==> src/rtl/bin_thresh_ctrl_pkg.sv <==
// Shared definitions for the binarization threshold controller: mode codes,
// FSM state type, default parameters and the saturating manual-step helper.
package bin_thresh_ctrl_pkg;

    localparam logic [1:0] MODE_FIXED  = 2'd0;
    localparam logic [1:0] MODE_MANUAL = 2'd1;
    localparam logic [1:0] MODE_AUTO   = 2'd2;

    localparam logic [7:0] DEF_THRESH_DFLT = 8'd90;
    localparam logic [7:0] STEP_DFLT       = 8'd4;

    typedef enum logic [1:0] {
        ST_IDLE   = 2'd0,
        ST_DIV    = 2'd1,
        ST_UPDATE = 2'd2
    } state_t;

    // Simultaneous up and down presses cancel out.
    function automatic logic [7:0] adjust_thresh(input logic [7:0] cur,
                                                 input logic [7:0] step,
                                                 input logic       up,
                                                 input logic       dn);
        logic [7:0] res;
        res = cur;
        if (up && !dn) begin
            res = (cur > (8'd255 - step)) ? 8'd255 : cur + step;
        end else if (dn && !up) begin
            res = (cur < step) ? 8'd0 : cur - step;
        end
        return res;
    endfunction

endpackage

==> src/rtl/seq_div8.sv <==
// Restoring divider producing an 8-bit quotient MSB first, one bit per cycle.
// The quotient must fit in 8 bits (dividend <= 255 * divisor).
module seq_div8 #(
    parameter int SUM_W = 28,
    parameter int CNT_W = 21
) (
    input  logic             clk,
    input  logic             rst_n,
    input  logic             start_i,
    input  logic [SUM_W-1:0] dividend_i,
    input  logic [CNT_W-1:0] divisor_i,
    output logic [7:0]       quot_o,
    output logic             done_o
);

    logic [SUM_W-1:0] rem_q,  rem_d;
    logic [SUM_W-1:0] dsh_q,  dsh_d;
    logic [7:0]       quot_q, quot_d;
    logic [2:0]       iter_q, iter_d;
    logic             run_q,  run_d;
    logic             ge;

    assign ge = (rem_q >= dsh_q);

    // NOTE: every always_comb output gets a default first so no latch is inferred.
    always_comb begin
        rem_d  = rem_q;
        dsh_d  = dsh_q;
        quot_d = quot_q;
        iter_d = iter_q;
        run_d  = run_q;
        if (start_i) begin
            // Divisor pre-shifted to the weight of quotient bit 7.
            rem_d  = dividend_i;
            dsh_d  = SUM_W'(divisor_i) << 7;
            quot_d = '0;
            iter_d = '0;
            run_d  = 1'b1;
        end else if (run_q) begin
            if (ge) begin
                rem_d = rem_q - dsh_q;
            end
            quot_d = {quot_q[6:0], ge};
            dsh_d  = dsh_q >> 1;
            iter_d = iter_q + 3'd1;
            if (iter_q == 3'd7) begin
                run_d = 1'b0;
            end
        end
    end

    // NOTE: sequential state uses non-blocking assignments only.
    always_ff @(posedge clk or negedge rst_n) begin
        if (!rst_n) begin
            rem_q  <= '0;
            dsh_q  <= '0;
            quot_q <= '0;
            iter_q <= '0;
            run_q  <= 1'b0;
        end else begin
            rem_q  <= rem_d;
            dsh_q  <= dsh_d;
            quot_q <= quot_d;
            iter_q <= iter_d;
            run_q  <= run_d;
        end
    end

    // Done flags the cycle in which the last bit is being resolved.
    assign done_o = run_q && (iter_q == 3'd7);
    assign quot_o = quot_q;

endmodule

==> src/rtl/bin_thresh_ctrl.sv <==
// Binarization threshold controller: fixed, manual (key-adjusted) or per-frame
// mean-luma threshold, applied only at frame boundaries.
module bin_thresh_ctrl
    import bin_thresh_ctrl_pkg::*;
#(
    parameter logic [7:0] DEF_THRESH = DEF_THRESH_DFLT,
    parameter logic [7:0] STEP       = STEP_DFLT,
    parameter int         SUM_W      = 28,
    parameter int         CNT_W      = 21
) (
    input  logic       clk,
    input  logic       rst_n,
    input  logic       pre_frame_vsync,
    input  logic       pre_frame_de,
    input  logic [7:0] color,
    input  logic [1:0] mode,
    input  logic       key_up,
    input  logic       key_dn,
    output logic [7:0] threshold,
    output logic       thresh_valid,
    output logic       busy
);

    state_t           state_q, state_d;
    logic             vs_q;
    logic             vs_rise;
    logic [SUM_W-1:0] sum_q, sum_d;
    logic [CNT_W-1:0] cnt_q, cnt_d;
    logic             cnt_sat;
    logic [1:0]       mode_l_q, mode_l_d;
    logic             cnt_zero_q, cnt_zero_d;
    logic [7:0]       manual_q, manual_d;
    logic [7:0]       thresh_q, thresh_d;
    logic             valid_q, valid_d;
    logic             div_start;
    logic             div_done;
    logic [7:0]       div_quot;

    assign vs_rise = pre_frame_vsync & ~vs_q;
    assign cnt_sat = &cnt_q;

    // Once the pixel count saturates the sum freezes too, keeping sum <= 255*cnt.
    always_comb begin
        sum_d = sum_q;
        cnt_d = cnt_q;
        if (vs_rise) begin
            sum_d = '0;
            cnt_d = '0;
        end else if (pre_frame_de && !cnt_sat) begin
            sum_d = sum_q + SUM_W'(color);
            cnt_d = cnt_q + CNT_W'(1);
        end
    end

    assign manual_d = adjust_thresh(manual_q, STEP, key_up, key_dn);

    always_comb begin
        state_d    = state_q;
        mode_l_d   = mode_l_q;
        cnt_zero_d = cnt_zero_q;
        thresh_d   = thresh_q;
        valid_d    = 1'b0;
        div_start  = 1'b0;
        case (state_q)
            ST_IDLE: begin
                if (vs_rise) begin
                    mode_l_d   = mode;
                    cnt_zero_d = (cnt_q == '0);
                    if ((mode == MODE_AUTO) && (cnt_q != '0)) begin
                        div_start = 1'b1;
                        state_d   = ST_DIV;
                    end else begin
                        state_d = ST_UPDATE;
                    end
                end
            end
            ST_DIV: begin
                if (div_done) begin
                    state_d = ST_UPDATE;
                end
            end
            ST_UPDATE: begin
                valid_d = 1'b1;
                state_d = ST_IDLE;
                case (mode_l_q)
                    MODE_MANUAL: thresh_d = manual_q;
                    MODE_AUTO:   if (!cnt_zero_q) thresh_d = div_quot;
                    default:     thresh_d = DEF_THRESH;
                endcase
            end
            default: state_d = ST_IDLE;
        endcase
    end

    always_ff @(posedge clk or negedge rst_n) begin
        if (!rst_n) begin
            state_q    <= ST_IDLE;
            vs_q       <= 1'b0;
            sum_q      <= '0;
            cnt_q      <= '0;
            mode_l_q   <= MODE_FIXED;
            cnt_zero_q <= 1'b0;
            manual_q   <= DEF_THRESH;
            thresh_q   <= DEF_THRESH;
            valid_q    <= 1'b0;
        end else begin
            state_q    <= state_d;
            vs_q       <= pre_frame_vsync;
            sum_q      <= sum_d;
            cnt_q      <= cnt_d;
            mode_l_q   <= mode_l_d;
            cnt_zero_q <= cnt_zero_d;
            manual_q   <= manual_d;
            thresh_q   <= thresh_d;
            valid_q    <= valid_d;
        end
    end

    seq_div8 #(
        .SUM_W (SUM_W),
        .CNT_W (CNT_W)
    ) u_div (
        .clk        (clk),
        .rst_n      (rst_n),
        .start_i    (div_start),
        .dividend_i (sum_q),
        .divisor_i  (cnt_q),
        .quot_o     (div_quot),
        .done_o     (div_done)
    );

    assign threshold    = thresh_q;
    assign thresh_valid = valid_q;
    assign busy         = (state_q != ST_IDLE);

endmodule

==> config.mk <==
export PLATFORM = sky130hd
export DESIGN_NAME = bin_thresh_ctrl
export DESIGN_NICKNAME = d
export VERILOG_FILES = /design/src/rtl/bin_thresh_ctrl_pkg.sv /design/src/rtl/seq_div8.sv /design/src/rtl/bin_thresh_ctrl.sv
export SDC_FILE = /design/constraint.sdc
export NUM_CORES = 1
export LEC_CHECK = 0
export ABC_CLOCK_PERIOD_IN_PS = 2900
export CAP_MARGIN = 20
export CORE_MARGIN = 4
export CORE_UTILIZATION = 30
export CTS_CLUSTER_DIAMETER = 100
export CTS_CLUSTER_SIZE = 10
export DETAILED_ROUTE_END_ITERATION = 12
export PLACE_DENSITY_LB_ADDON = 0.25
export SLEW_MARGIN = 30
export SYNTH_ARGS = -nofsm -noshare
export SYNTH_HDL_FRONTEND = slang
export SYNTH_SLANG_ARGS = --single-unit
==> constraint.sdc <==
create_clock -name clk -period 2.9 [get_ports clk]
set_input_delay 0.29 -clock clk [delete_from_list [all_inputs] [get_ports clk]]
set_output_delay 0.29 -clock clk [all_outputs]
set_load 0.005 [all_outputs]
==> impl_results.md <==
- Met2 usage: 23.6%
- Period minus WS final: 2.72 ns
- Crit path DAT: 3.07 ns
- Slew headroom: 53.4%
- # fillers: 2,945
- Unique masters post-synth: 74
- Clock transition at path regs: 0.06 ns
- Largest net degree at the start of global routing: 70
- Clk_lat worst skew: 0.43 ns
- Outcome: finished clean
- R2r setup slk: 0.18 ns
- WS Path Type: flip-flop to flip-flop
- Gr usage total: between 10% and 20%
- Syn_nets: between 1k and 1.5k
- Yosys reg bits: 140
- FF-to-FF path depth: 10
- Switch share: 40.1%
- Number of global-route vias before repair: roughly 7.0k
- CP Cell Sequence: inv_1 -> ha_2 -> a21oi_1 -> o21ai_1 -> a221oi_1 -> o21ai_1 -> o311ai_1 -> a21boi_0 -> or3_1 -> a21oi_1
- Power per cell area: between 1000 and 1500 nW/um^2
- Post-Syn Area per Cell: a little over 9 sq um
- Core area: 28,600 sq um
- Die area: 31,700 sq um
- CP peak stage delay: ~0.4 ns
- Area Overhead vs Synth: 18.2%
- Most crowded layer after global routing: met2
- Post CTS Setup Buffer Count: 0
- H-tree depth: 4
- Antenna cells: 0
- R2R Path Start: u_div.dsh_q[16]
- Sw Pwr: 0.00455 W
- Met1 Track Usage GR: about a fifth
- Critical path capture point type: flip-flop
- Slowest stage cell, crit path: a221oi_1
- Hold Fails Final Rpt: 0
- DRC: 0
- Lkg Pwr: 4.37 nW
- Post-route setup TNS: 0 ns
- Fmax: 367 MHz
- Synthesized area: 8680 sq um
- Final Setup Violations: 0
- Layout net count: ~1.1k
- Pins Over Slew Limit: 0
- CTS Buffer Depth: 2
- Antenna violations before repair: 0
- Setup Skew: about 0.013 ns
- Grt met3 use: 2.52%
- CP required: 3.25 ns
- Layout cells sized above 1: 11.3%
- 1st-iter DRT viols: approximately 400
- Main synth FF type: dfrtp_1
- Yosys warns: 0
- Via/cell ratio: 4.95
- Initial core utilization: a little under a third
- DR pass1 iterations: 5
- Hpwl dp: 16,500 um
- Mapped Cells: 959
- CTS tree: yes
- Number of enable flip-flop cells after synthesis: 0
- Peak VDD IR: 0.000433 V
- GP Congestion: 0.800
- Comb power frac: 51.4%
- First-pass GRT wire length: 37,000 um
- IO Count: 26
- DR vias: approximately 6.9k
- Die width: 178 um
- IO buf count: 25
- Detail Route Antenna Nets: 0
- Post-synth ARST share: 100%
- Clock share of power: 21.5%
- Routed WL: 22,600 um
- Startpoint Class: flip-flop
- Sequential share of power: 27.1%
- Row cnt: 62
- Clock tree sinks: 140
- Reg-to-reg endpoint: u_div.rem_q[27]
- Sequential share of the synthesized area: 40.5%
- Die Y: 178 um
- CTS buffer count: 17
- Power Internal: 0.00681 W
- Clock Root Buffer: clkbuf_16
- Worst Hold Class: primary input to asynchronous set/reset pin
- Worst slew pin tran: between 0.6 and 0.7 ns
- CP Max Fanout: 8
- Post-layout power: 0.0114 W
- Max Cap Viol: 0
- DR WL/cell: ~16 um
- Total gr overflow: 0
- Part of the cycle the worst path needs: 93.9%
==> power by group through the flow <==
stage | sequential, W | clock (W) | combinational (W)
floorplan | 0.00293 | 0 | 0.00432
global placement | 0.00311 | 0 | 0.00576
detailed placement | 0.00312 | 0 | 0.00578
CTS | 0.00309 | 0.00249 | 0.00582
global route | 0.00317 | 0.00259 | 0.00652
finish | 0.00308 | 0.00244 | 0.00584
==> per-stage QoR <==
step | std cells | hold slack [ns] | cell area [sq um] | setup WS [ns] | util, %
2_1_floorplan | 959 | -0.00559 | 8680 | 0.229 | -
3_3_place_gp | 1365 | 0.319 | 9580 | 0.0891 | 33.5
3_5_place_dp | 1365 | 0.319 | 9580 | 0.0780 | 33.5
4_1_cts | 1398 | 0.441 | 10200 | 0.113 | 35.8
5_1_grt | 1398 | 0.430 | 10300 | -0.00335 | 35.8
6_report | 1398 | 0.420 | 10300 | 0.176 | 35.8
==> synthesized netlist by cell type, types with 5 or more instances <==
| library cell | number | area (sq um) |
|---|---|---|
| nor3_1 | 19 | 95.1 |
| dfstp_2 | 8 | 210 |
| o21ai_0 | 56 | 280 |
| nand2_1 | 116 | 435 |
| and3_1 | 7 | 43.8 |
| a21oi_1 | 66 | 330 |
| nand3_1 | 19 | 95.1 |
| nor4_1 | 9 | 56.3 |
| xor2_1 | 13 | 114 |
| nand2b_1 | 10 | 62.6 |
| inv_1 | 61 | 229 |
| a21o_1 | 8 | 60.1 |
| nor2_1 | 76 | 285 |
| dfrtp_1 | 132 | 3300 |
| and2_1 | 5 | 31.3 |
| a22oi_1 | 5 | 37.5 |
| a221oi_1 | 5 | 43.8 |
| a31oi_1 | 11 | 68.8 |
| nand4_1 | 10 | 62.6 |
| o21a_1 | 9 | 67.6 |
| o21bai_1 | 9 | 67.6 |
| buf_6 | 5 | 56.3 |
| a41o_1 | 5 | 50.1 |
| xnor2_1 | 35 | 307 |
| o21ai_1 | 21 | 105 |
| buf_2 | 7 | 35.0 |
| o31ai_1 | 11 | 82.6 |
| or3_1 | 13 | 81.3 |
| mux2i_1 | 56 | 561 |
| clkbuf_1 | 28 | 105 |
| ha_1 | 46 | 576 |
==> worst max-delay path: cells and delay by family (launching register included) <==
| family | cells | cell delay [ns] |
|---|---|---|
| AOI/OAI and AO/OA | 7 | 1.47 |
| adders and majority gates | 1 | 0.33 |
| buffers and inverters | 1 | 0.11 |
| DFF | 1 | 0.40 |
| and+or+nand+nor | 1 | 0.36 |
==> sequential cells by signal, summed over array words and instances, names as in the netlist, 3 cells and up <==
name and flops:
sum_q 28, u_div.dsh_q 28, u_div.rem_q 28, cnt_q 21, manual_q 8, threshold 8
u_div.quot_o 8, u_div.iter_q 3
==> what timing repair did <==
action,CTS,global route
hold endpoints to repair,50,0
hold buffers,1,0
setup endpoints to repair,0,18
gates resized for setup,0,6
==> layout make-up <==
class	instances	area, sq um	area share (%)
multi-input combinational	714	4750	46.3
timing repair buffer	67	636	6.19
tap	384	480	4.68
clock inverter	11	190	1.85
sequential	140	3510	34.3
inverter	61	229	2.23
clock buffer	21	460	4.49
==> placed cells by master (no fill, tap or decap), types with 5 or more instances in the layout <==
cell type,n
a21o_1,8
a21oi_1,65
a221oi_1,5
a22oi_1,5
a31oi_1,11
a41o_1,5
and2_1,5
and3_1,7
buf_12,5
buf_4,35
bufinv_16,5
clkbuf_16,17
clkdlybuf4s50_1,24
dfrtp_1,131
dfstp_2,8
ha_1,44
inv_1,61
mux2i_1,56
nand2_1,116
nand2b_1,10
nand3_1,19
nand4_1,10
nor2_1,76
nor3_1,18
nor4_1,9
o21a_1,9
o21ai_0,56
o21ai_1,21
o21bai_1,9
o31ai_1,11
or3_1,13
xnor2_1,35
xor2_1,13
==> how the worst max path moves through the flow <==
stage / startpoint / to / slack (ns) / cells after the start
2_1_floorplan: u_div.rem_q[0] / u_div.rem_q[1] / 0.23 / 13
3_3_place_gp: color[0] / sum_q[18] / 0.09 / 12
3_5_place_dp: color[0] / sum_q[10] / 0.08 / 11
4_1_cts: u_div.rem_q[0] / u_div.rem_q[1] / 0.11 / 13
5_1_grt: u_div.rem_q[0] / u_div.rem_q[1] / -0.003 / 13
6_report: u_div.dsh_q[16] / u_div.rem_q[27] / 0.18 / 10
==> layer usage <==
metal  part of all wire [%]  vias up
met5                      0        -
met4                    1.6        0
met3                    2.7       18
met2                     46      103
met1                     50     3317
li1                       -     3479
==> logic make-up after synthesis <==
logic type	Yosys count	share of synthesized area [%]
XOR/XNOR	48	4.84
flip-flops	140	40.5
buffers and inverters	105	5.19
AND/OR/NAND/NOR	313	17.4
adder cells (fa/ha/maj)	48	7.09
AO/OA/AOI/OAI	247	18.3
multiplexers	58	6.72
Power figures use the tool's default switching activity.
